**src/rtl/layer_seq.sv**
```systemverilog
// Layer sequencer: steps through NL stored layer descriptors, loading weights (MATW),
// waiting two GAP cycles, then running each layer until its final output beat is accepted.
module layer_seq #(
  parameter int NL = 4,
  localparam int IW = $clog2(NL)
) (
  input  logic          clk,
  input  logic          reset,
  input  logic          cfg_we,
  input  logic [IW-1:0] cfg_idx,
  input  logic [42:0]   cfg_d,
  input  logic [IW-1:0] num_layers,
  input  logic          start,
  input  logic          abort,
  input  logic          w_hs,
  input  logic          o_last_hs,
  output logic          matw,
  output logic          run,
  output logic          last,
  output logic [4:0]    sample,
  output logic [4:0]    out_ch,
  output logic [4:0]    kernel,
  output logic [8:0]    src_a_max,
  output logic [8:0]    dst_a_max,
  output logic [IW-1:0] cur_layer,
  output logic          busy,
  output logic          done,
  output logic [2:0]    state_dbg
);

  typedef enum logic [2:0] {
    S_IDLE = 3'd0,
    S_LOAD = 3'd1,
    S_MATW = 3'd2,
    S_GAP  = 3'd3,
    S_RUN  = 3'd4,
    S_NEXT = 3'd5
  } state_t;

  state_t        state, state_nxt;
  logic [42:0]   desc [NL];
  logic [42:0]   desc_rd;
  logic [IW-1:0] nl_lat;
  logic [9:0]    wcnt_r;
  logic [9:0]    beat;
  logic          gap_cnt;
  logic [32:0]   fields;
  logic          last_layer;

  // Descriptor storage is deliberately not reset so configuration survives a reset.
  always_ff @(posedge clk) begin
    if (cfg_we && state == S_IDLE) desc[cfg_idx] <= cfg_d;
  end

  assign desc_rd    = desc[cur_layer];
  assign last_layer = (cur_layer == nl_lat);

  // w_hs and o_last_hs are already-qualified beats (TVALID & TREADY [& TLAST]);
  // the sequencer only counts them and never back-pressures the streams.
  always_comb begin
    state_nxt = state;
    if (abort && state != S_IDLE) begin
      state_nxt = S_IDLE;
    end else begin
      case (state)
        S_IDLE: if (start && !abort) state_nxt = S_LOAD;
        S_LOAD: state_nxt = (desc_rd[42:33] != 10'd0) ? S_MATW : S_GAP;
        S_MATW: if (w_hs && beat == wcnt_r - 10'd1) state_nxt = S_GAP;
        S_GAP:  if (gap_cnt) state_nxt = S_RUN;
        S_RUN:  if (o_last_hs) state_nxt = S_NEXT;
        S_NEXT: state_nxt = last_layer ? S_IDLE : S_LOAD;
        default: state_nxt = S_IDLE;
      endcase
    end
  end

  always_ff @(posedge clk or posedge reset) begin
    if (reset) begin
      state     <= S_IDLE;
      cur_layer <= '0;
      nl_lat    <= '0;
      wcnt_r    <= '0;
      beat      <= '0;
      gap_cnt   <= 1'b0;
      fields    <= '0;
    end else begin
      state <= state_nxt;
      if (!abort) begin
        case (state)
          S_IDLE: if (start) begin
            nl_lat    <= num_layers;
            cur_layer <= '0;
          end
          S_LOAD: begin
            fields  <= desc_rd[32:0];
            wcnt_r  <= desc_rd[42:33];
            beat    <= '0;
            gap_cnt <= 1'b0;
          end
          S_MATW: if (w_hs) beat <= beat + 10'd1;
          S_GAP:  gap_cnt <= ~gap_cnt;
          S_NEXT: if (!last_layer) cur_layer <= cur_layer + 1'b1;
          default: ;
        endcase
      end
    end
  end

  assign matw      = (state == S_MATW);
  assign run       = (state == S_RUN);
  assign last      = run && last_layer;
  assign busy      = (state != S_IDLE);
  assign done      = (state == S_NEXT) && last_layer && !abort;
  assign state_dbg = state;

  assign dst_a_max = fields[32:24];
  assign src_a_max = fields[23:15];
  assign kernel    = fields[14:10];
  assign out_ch    = fields[9:5];
  assign sample    = fields[4:0];

endmodule

```
**config.mk**
```make
export PLATFORM = sky130hd
export DESIGN_NAME = layer_seq
export DESIGN_NICKNAME = d
export VERILOG_FILES = /design/src/rtl/layer_seq.sv
export SDC_FILE = /design/constraint.sdc
export NUM_CORES = 1
export LEC_CHECK = 0
export ABC_AREA = 1
export BUFFER_PORTS_ARGS = -buffer_cell sky130_fd_sc_hd__buf_4
export CAP_MARGIN = 15
export CELL_PAD_IN_SITES_DETAIL_PLACEMENT = 0
export CELL_PAD_IN_SITES_GLOBAL_PLACEMENT = 2
export CORE_UTILIZATION = 39
export DETAILED_ROUTE_END_ITERATION = 12
export PLACE_DENSITY = 0.82
export SYNTH_ARGS = -nofsm -noshare
export SYNTH_HDL_FRONTEND = slang
export SYNTH_SLANG_ARGS = --single-unit
```
**constraint.sdc**
```tcl
create_clock -name clk -period 5.2 [get_ports clk]
set_input_delay 0 -clock clk [delete_from_list [all_inputs] [get_ports clk]]
set_output_delay 0 -clock clk [all_outputs]
set_load 0.1 [all_outputs]
```
==> impl_metrics.yaml, run 1 <==
status:
  status: "finished clean"
critical_path:
  crit_start: "state_dbg[1]"
  worstRegToRegCells: 9
  crit_required_ns: 5.64
  slowest_stage: "dlygate4sd3_1"
  cp-start-kind: "flop"
  endpoint: "state_dbg[2]"
  critical_path_peak_fanout: 8
  rrSetupSlack_ns: 2.61
  end_kind: "flop"
  critPathMaxStageDelay_ns: 0.57
  r2r_end: "state_dbg[2]"
  worstPathCellList: "nor2_1, inv_1, nor2_1, inv_1, nand2_1, nand3_1, dlygate4sd3_1, nand2_1, dlygate4sd3_1"
  reg2reg_from: "state_dbg[1]"
  crit_type: "reg2reg"
  cp.arrival_ns: 3.04
final_layout:
  final_area_um2: 11800
  most-common-layout-cells: "nor2_1 (194), edfxtp_1 (172), nand2_1 (119), buf_4 (107), o21ai_0 (84)"
  syn_to_final_growth_pct: 24.9
  drive_gt1_share_pct: 16.5
  filler_cell_count: 2125
  ff_latch_area_um2: 6690
  multi_input_area_um2: 2440
  final_common_cell: "nor2_1"
  nets: 1048
cts:
  cts_buffer_depth: 3
  root_buffer: "clkbuf_16"
  htreeDepth: 1
  numCtsBuffers: 25
  path_clk_slew_ns: 0.06
  clock-sinks: 233
  cts_tree: "built"
  clk_latency_ns: 0.51
  cts_resized: 0
timing:
  setup-tns-final_ns: 0
  whs_ns: 0.0425
  hold_violations: 0
  fin_crit_ns: 2.59
  post-route-period-util_pct: 49.9
  report.final.slew_viol_count: 0
  rsz0062_at_grt: "false"
  setup_viol: 0
  tightest_slew_ns: 0.987
  clock_skew_ns: 0.0108
  slew_headroom_pct: 34.2
  fin_ws_ns: 2.61
  max_freq_mhz: 386
route:
  vias: 6404
  wirelength_um: 20800
  routed_via_density: 4.82
  drc: 0
  wl_per_cell_um: 15.7
  ant_nets: 0
  drtIter0Drc: 321
  drtPass1Iterations: 4
yosys:
  yosysWarnings: 0
  synth_seq_cells: 233
  synth_area_per_cell_um2: 11.2
  netlist_instances: 842
  synth_nets: 898
  synth_cell_types: 36
  syn-cell-area_um2: 9470
  ys_seq_area_share_pct: 70.7
global_routing:
  grt_util_met2_pct: 29.0
  antenna_found_initial: 1
  grt_max_degree: 91
  first_global_vias: 6311
  met1_usage_pct: 24.3
  grt_pass1_wl_um: 33400
  grt_usage_pct: 17.5
  grtUsageMet3_pct: 2.55
  grt-ovfl-total: 0
  top_usage_layer: "met2"
run:
  cap_violations: 0
die:
  die_area_um2: 24900
  initial_utilization_pct: 40.1
  die_h_um: 158
  fp-row-count: 56
  die_x_um: 158
  io_pins: 97
  coreArea_um2: 23600
place:
  dp_hpwl_um: 11900
  dpl-instance-area_um2: 10500
  port_buffers: 96
  post-place-ws_ns: 2.84
  gp_congestion: 0.758
hold_path:
  hp-class: "in2reg"
power:
  power_mw: 6.86
  ir_drop_mv: 0.364
  p_leak_nw: 4.60
  powerDensity_nw_per_um2: 580
[cell type report]
| class | instances | area share, % |
|---|---|---|
| antenna | 1 | 0.0212 |
| clock buffer | 33 | 5.54 |
| clock inverter | 10 | 1.07 |
| inverter | 43 | 1.38 |
| multi-input combinational | 528 | 20.7 |
| sequential | 233 | 56.6 |
| tap | 319 | 3.37 |
| timing repair buffer | 161 | 11.4 |
[cells by family (layout without fill, tap and decap cells)]
kind of cell | Yosys count | in the layout | synth area share (%)
AND/OR/NAND/NOR | 382 | 382 | 16.6
flip-flops | 233 | 233 | 70.7
AO/OA/AOI/OAI | 135 | 135 | 7.74
buffers and inverters | 81 | 247 | 3.82
XOR/XNOR | 7 | 7 | 0.647
adder cells (fa/ha/maj) | 2 | 2 | 0.264
multiplexers | 2 | 2 | 0.238
other | 0 | 1 | 0
[worst max-delay path: cells and delay by family (launching register included)]
family	cells	cell delay, ns
flops	1	0.47
buf+inv	4	1.33
simple gates	5	0.74
[power by group]
| part | switching (mW) | total [mW] | internal [mW] |
|---|---|---|---|
| Sequential | 0.180 | 2.49 | 2.31 |
| Clock | 0.684 | 1.71 | 1.03 |
| Combinational | 2.02 | 2.66 | 0.639 |
| Total | 2.88 | 6.86 | 3.98 |
[per-layer routing]
metal  wire length, µm  part of all wire, %  up-vias
met2             10000                   48      136
met1              9500                   46     3038
met4               327                  1.6        0
li1                  -                    -     3201
met3              1020                  4.9       29
met5                 0                    0        -
[synthesized netlist by cell type, drive strengths merged]
cell    count  area share, %
nor2      198            8.0
o211ai      1           0.13
dfrtp      61             16
o22ai       1          0.066
nand3      45            2.4
o21ai      87            4.6
buf        25            1.6
mux2        2           0.24
inv        42            1.7
edfxtp    172             55
clkinv      1          0.053
a31oi      33            2.2
xnor2       4           0.37
ha          2           0.26
or2         1          0.066
nor3       10           0.63
a21boi      2           0.16
nand2     124            5.2
a21oi      10           0.53
a211oi      1          0.079
and3        1          0.066
nor3b       1           0.20
nand4       2           0.13
clkbuf     13           0.52
xor2        3           0.28
[timing repair]
item                                   4_1_cts  5_1_grt
endpoints found under the hold margin      245        0
hold buffers                                54        0
buffers inserted                             0        0
[through the flow]
step | cells | utilization (%)
after floorplan | 842 | -
after global placement | 1230 | 44.5
after detailed placement | 1230 | 44.5
after CTS | 1327 | 50.1
after global routing | 1328 | 50.1
final | 1328 | 50.1
[sequential cells by signal, indices dropped and copies added (netlist names)]
signal	flops
desc	172
fields	33
beat	10
wcnt_r	10
state_dbg	3
cur_layer	2
nl_lat	2
gap_cnt	1
[how the worst min path moves through the flow]
stage | depth (start not counted) | slack (ns) | startpoint | to
after floorplan | 0 | 0.1 | cfg_d[0] | desc[0][0]
after detailed placement | 1 | 0.20 | cfg_d[13] | desc[1][13]
after global routing | 3 | 0.05 | cfg_idx[1] | desc[1][15]
after CTS | 3 | 0.03 | cfg_idx[1] | desc[1][17]
after global placement | 1 | 0.20 | cfg_d[23] | desc[1][23]
final | 3 | 0.04 | cfg_idx[1] | desc[1][14]
No activity file was read; power rests on OpenSTA's default activity.
==> inputs of run 2 (changes only) <==
- clock period: 5.2 -> 2.5 ns (I/O delays scaled with it)
==> impl_metrics.yaml, run 2 (same netlist as run 1, synthesis figures left out) <==
cts:
  htreeDepth: 1
  cts_buffer_depth: 3
  numCtsBuffers: 25
  root_buffer: "clkbuf_16"
  clock-sinks: 233
  clk_latency_ns: 0.53
  cts_tree: "built"
  path_clk_slew_ns: 0.06
final_layout:
  reg.largest.list: "desc x172, fields x33"
  largest_reg_flops: 172
  antenna_cells: 0
  most-common-layout-cells: "nor2_1 (189), edfxtp_1 (172), nand2_1 (117), buf_4 (109), o21ai_0 (84)"
  top_register: "desc"
  final_common_cell: "nor2_1"
  stdcell_count: 1337
  drive_gt1_share_pct: 18.9
  nets: 1056
  syn_to_final_growth_pct: 27.6
status:
  status: "finished clean"
hold_path:
  min-delay-start: "cfg_idx[0]"
  hp-class: "in2reg"
route:
  wl_per_cell_um: 15.7
  ant_nets: 0
  drc: 0
  routed_via_density: 4.71
  drtPass1Iterations: 4
  drtIter0Drc: 290
  vias: 6298
  wirelength_um: 20900
place:
  dp.cells: 1232
  port_buffers: 96
  gp_congestion: 0.796
  post-place-ws_ns: 0.578
  dp_hpwl_um: 12200
timing:
  slew_headroom_pct: 59.3
  hold_violations: 0
  post-route-period-util_pct: 93.5
  fin_ws_ns: 0.164
  report.final.slew_viol_count: 0
  clock_skew_ns: 0.0208
  max_freq_mhz: 428
  setup_viol: 0
  setup-tns-final_ns: 0
  fin_crit_ns: 2.34
  tightest_slew_ns: 0.610
  rsz0062_at_grt: "false"
critical_path:
  crit_required_ns: 2.95
  end_kind: "flop"
  reg2reg_from: "state_dbg[0]"
  cp.arrival_ns: 2.79
  crit_start: "state_dbg[0]"
  cp-start-kind: "flop"
  critical_path_peak_fanout: 6
  crit_type: "reg2reg"
  rrSetupSlack_ns: 0.16
run:
  cap_violations: 0
global_routing:
  grt_pass1_wl_um: 33100
  first_global_vias: 6124
  grt_usage_pct: 17.6
  grt-ovfl-total: 0
  antenna_found_initial: 1
  grt_max_degree: 67
die:
  coreArea_um2: 23600
  initial_utilization_pct: 40.1
  io_pins: 97
  die_h_um: 158
  fp-row-count: 56
  die_x_um: 158
  die_area_um2: 24900
power:
  p_leak_nw: 4.69
  ir_drop_mv: 0.934
  powerDensity_nw_per_um2: 1210
## run 2: final timing paths
| check | endpoint | depth (start not counted) |
|---|---|---|
| setup / recovery | state_dbg[2] | 9 |
| hold / removal | desc[0][14] | 3 |
| setup reg to reg | state_dbg[2] | 9 |
| hold reg to reg | wcnt_r[1] | 2 |
| max in group asynchronous | cur_layer[0] | 4 |
| min in group asynchronous | fields[22] | 3 |
## run 2: final cells by class
cell class / instances / area [µm²]
clock buffer: 32 / 662
clock inverter: 13 / 163
fill: 2099 / 11500
inverter: 43 / 163
multi-input combinational: 528 / 2520
sequential: 233 / 6700
tap: 319 / 399
timing repair buffer: 169 / 1480
## run 2: power breakdown
part / switching [mW] / internal (mW) / total, mW
clock network: 1.46 / 2.20 / 3.66
registers: 0.408 / 4.80 / 5.21
logic: 4.27 / 1.45 / 5.73
total: 6.15 / 8.45 / 14.6
## run 2: critical path, cell delays in order, from the launching register on
cell and delay (ns):
dfrtp_2 0.46, nor2_2 0.15, inv_2 0.08, nor2_4 0.15, inv_1 0.10, nand2_2 0.10
nand3_1 0.06, dlygate4sd3_1 0.55, nand2_1 0.06, dlygate4sd3_1 0.55
## run 2: layer usage
layer	wire [µm]	vias up	share of wire (%)	GRT usage [%]
li1	-	3214	-	-
met1	9300	2940	44	22.6
met2	10400	115	50	30.6
met3	881	27	4.2	3.18
met4	361	2	1.7	4.21
met5	16	-	0.076	0
## run 2: through the flow
stage | hold WS [ns] | total power, mW | utilization, % | area [µm²]
after CTS | 0.0197 | 14.6 | 50.9 | 12000
final | 0.0272 | 14.6 | 51.2 | 12100
after global placement | 0.108 | 10.8 | 45.1 | 10700
after global routing | 0.0271 | 15.4 | 51.2 | 12100
after detailed placement | 0.112 | 10.9 | 45.1 | 10700
after floorplan | 0.0989 | 9.54 | - | 9550
## run 2: what timing repair did
| item | in CTS | in global routing |
|---|---|---|
| hold buffers | 54 | 0 |
| endpoints found under the hold margin | 207 | 0 |
| setup buffers | 0 | 6 |
| gates resized for setup | 0 | 6 |
| setup endpoints to repair | 0 | 1 |
==> inputs of run 3 (changes only) <==
- ABC_AREA: 1 -> not set
- CORE_UTILIZATION: 39 -> 44
==> impl_metrics.yaml, run 3 <==
die:
  initial_utilization_pct: 45.3
  io_pins: 97
  die_x_um: 147
  die_h_um: 147
  die_area_um2: 21500
  fp-row-count: 52
  coreArea_um2: 20400
yosys:
  yosysWarnings: 0
  synth_area_leaders: "edfxtp_1 (56%), dfrtp_1 (17%), mux4_2 (9.5%)"
  synth_edf_count: 172
  synth_cell_types: 53
  synth_seq_cells: 233
  ys_seq_area_share_pct: 72.6
  synth_nets: 549
  synthTopCellsByCount: "edfxtp_1 (172), dfrtp_1 (61), mux2_2 (44)"
  netlist_instances: 493
  yosysMostFrequentCell: "edfxtp_1"
  async_flop_share_pct: 26.2
  synth_ff_type: "edfxtp_1"
  syn-cell-area_um2: 9220
  synth_area_per_cell_um2: 18.7
  yosys.area.top_type: "edfxtp_1"
  synth_top_area_share_pct: 56.0
critical_path:
  critPathMaxStageDelay_ns: 0.57
  worstPathCellList: "buf_4, xor2_1, or2_2, nor4_4, buf_4"
  cp_num_buf_inv: 2
  reg2reg_from: "cur_layer[0]"
  crit_path_frequent_cell: "buf_4"
  r2r_end: "state_dbg[0]"
  crit_type: "reg2out"
  worstRegToRegCells: 5
  rrSetupSlack_ns: 0.24
  crit_required_ns: 2.50
  cp-start-kind: "flop"
  critPathTopFamily: "buffers and inverters"
  cp.arrival_ns: 2.33
  slowest_stage: "dfrtp_4"
  critical_path_peak_fanout: 13
  end_kind: "output port"
place:
  post-place-ws_ns: 0.211
  dp.cells: 857
  dp_hpwl_um: 11600
  port_buffers: 96
  dpl-instance-area_um2: 10400
  gp_congestion: 0.768
final_layout:
  antenna_cells: 0
  filler_cell_count: 1560
  drive_gt1_share_pct: 36.8
  nets: 721
  reg.largest.list: "desc x172, fields x33"
  top_register: "desc"
  syn_to_final_growth_pct: 26.8
  largest_reg_flops: 172
  final_common_cell: "edfxtp_1"
  most-common-layout-cells: "edfxtp_1 (172), buf_4 (116), dfrtp_1 (56), dlygate4sd3_1 (52), mux2_2 (44)"
  final_area_um2: 11700
  stdcell_count: 952
cts:
  numCtsBuffers: 24
  htreeDepth: 1
  cts_resized: 0
  cts_setup_buffers: 0
  path_clk_slew_ns: 0.06
  clock-sinks: 233
  cts_tree: "built"
  cts_buffer_depth: 3
  root_buffer: "clkbuf_16"
  clk_latency_ns: 0.53
  postCtsHoldBufs: 52
timing:
  setup_viol: 0
  fin_crit_ns: 2.33
  report.final.slew_viol_count: 0
  whs_ns: 0.0383
  tightest_slew_ns: 0.771
  max_freq_mhz: 429
  hold_violations: 0
  slew_headroom_pct: 48.5
  rsz0062_at_grt: "false"
  post-route-period-util_pct: 93.3
  clock_skew_ns: 0.0172
  fin_ws_ns: 0.167
route:
  drtIter0Drc: 187
  ant_nets: 0
  drc: 0
  vias: 5069
  routed_via_density: 5.32
  wl_per_cell_um: 19.6
  drtPass1Iterations: 4
  wirelength_um: 18600
hold_path:
  whs_endpoint: "desc[2][11]"
  hp-class: "in2reg"
  min-delay-start: "cfg_idx[0]"
  hold_depth: 3
power:
  powerDensity_nw_per_um2: 1120
  ir_drop_mv: 0.992
  p_leak_nw: 4.28
  power_mw: 13.1
  intPower_mw: 8.04
  clockPowerShare_pct: 26.3
  seqPwrFrac_pct: 40.0
  switchingPower_mw: 5.04
  p_sw_share_pct: 38.5
  pwr-share-comb_pct: 33.7
global_routing:
  grt_pass1_wl_um: 30100
  antenna_found_initial: 0
  grt_usage_pct: 18.1
  grt-ovfl-total: 0
  grt_max_degree: 37
  first_global_vias: 5577
run:
  cap_violations: 0
status:
  status: "finished clean"
-- run 3: power groups by stage --
stage	Sequential, mW	Combinational [mW]	Clock (mW)
after floorplan	7.25	1.30	0
after global placement	5.27	4.29	0
after detailed placement	5.30	4.34	0
after CTS	5.24	4.44	3.53
after global routing	5.32	4.59	3.68
final	5.23	4.41	3.45
-- run 3: cells by family after synthesis --
group | count (synthesis) | synth area share, %
AO/OA/AOI/OAI | 32 | 2.48
XOR/XNOR | 19 | 1.81
adder cells (fa/ha/maj) | 2 | 0.271
buffers and inverters | 30 | 1.37
flip-flops | 233 | 72.6
multiplexers | 88 | 16.2
AND/OR/NAND/NOR | 89 | 5.32
-- run 3: worst max path at each step --
| stage | start | endpoint | slack (ns) | cells after the start |
|---|---|---|---|---|
| floorplan | state_dbg[2] | desc[0][0] | -0.28 | 4 |
| global placement | cur_layer[0] | state_dbg[0] | 0.25 | 5 |
| detailed placement | cur_layer[0] | state_dbg[0] | 0.21 | 5 |
| CTS | cur_layer[0] | done | 0.13 | 5 |
| global route | cur_layer[0] | done | 0.05 | 5 |
| finish | cur_layer[0] | done | 0.17 | 5 |
-- run 3: worst min-delay path, stage by stage --
cell	delay (ns)
buf_4	0.12
nor2_4	0.04
buf_4	0.20
-- run 3: metrics by stage --
stage | setup TNS [ns] | utilization, %
after floorplan | -12.22 | -
after global placement | 0 | 51.1
after detailed placement | 0 | 51.1
after CTS | 0 | 57.4
after global routing | 0 | 57.4
final | 0 | 57.4
-- run 3: area by class of cell --
type / count / area, µm² / area share (%)
flip-flops and latches: 233 / 6700 / 57.3
multi-input cells: 230 / 2460 / 21.1
repair buffers: 168 / 1390 / 11.9
clock buffers: 34 / 648 / 5.54
well taps: 270 / 338 / 2.89
clock inverters: 9 / 118 / 1.01
inverters: 8 / 30.0 / 0.257
-- run 3: per-layer routing --
metal / vias to the layer above / wire [µm] / GRT usage, %
met5: - / 0 / 0
met4: 0 / 349 / 4.43
met3: 30 / 842 / 3.79
met2: 105 / 9460 / 31.3
met1: 2634 / 8000 / 23.4
li1: 2300 / - / -
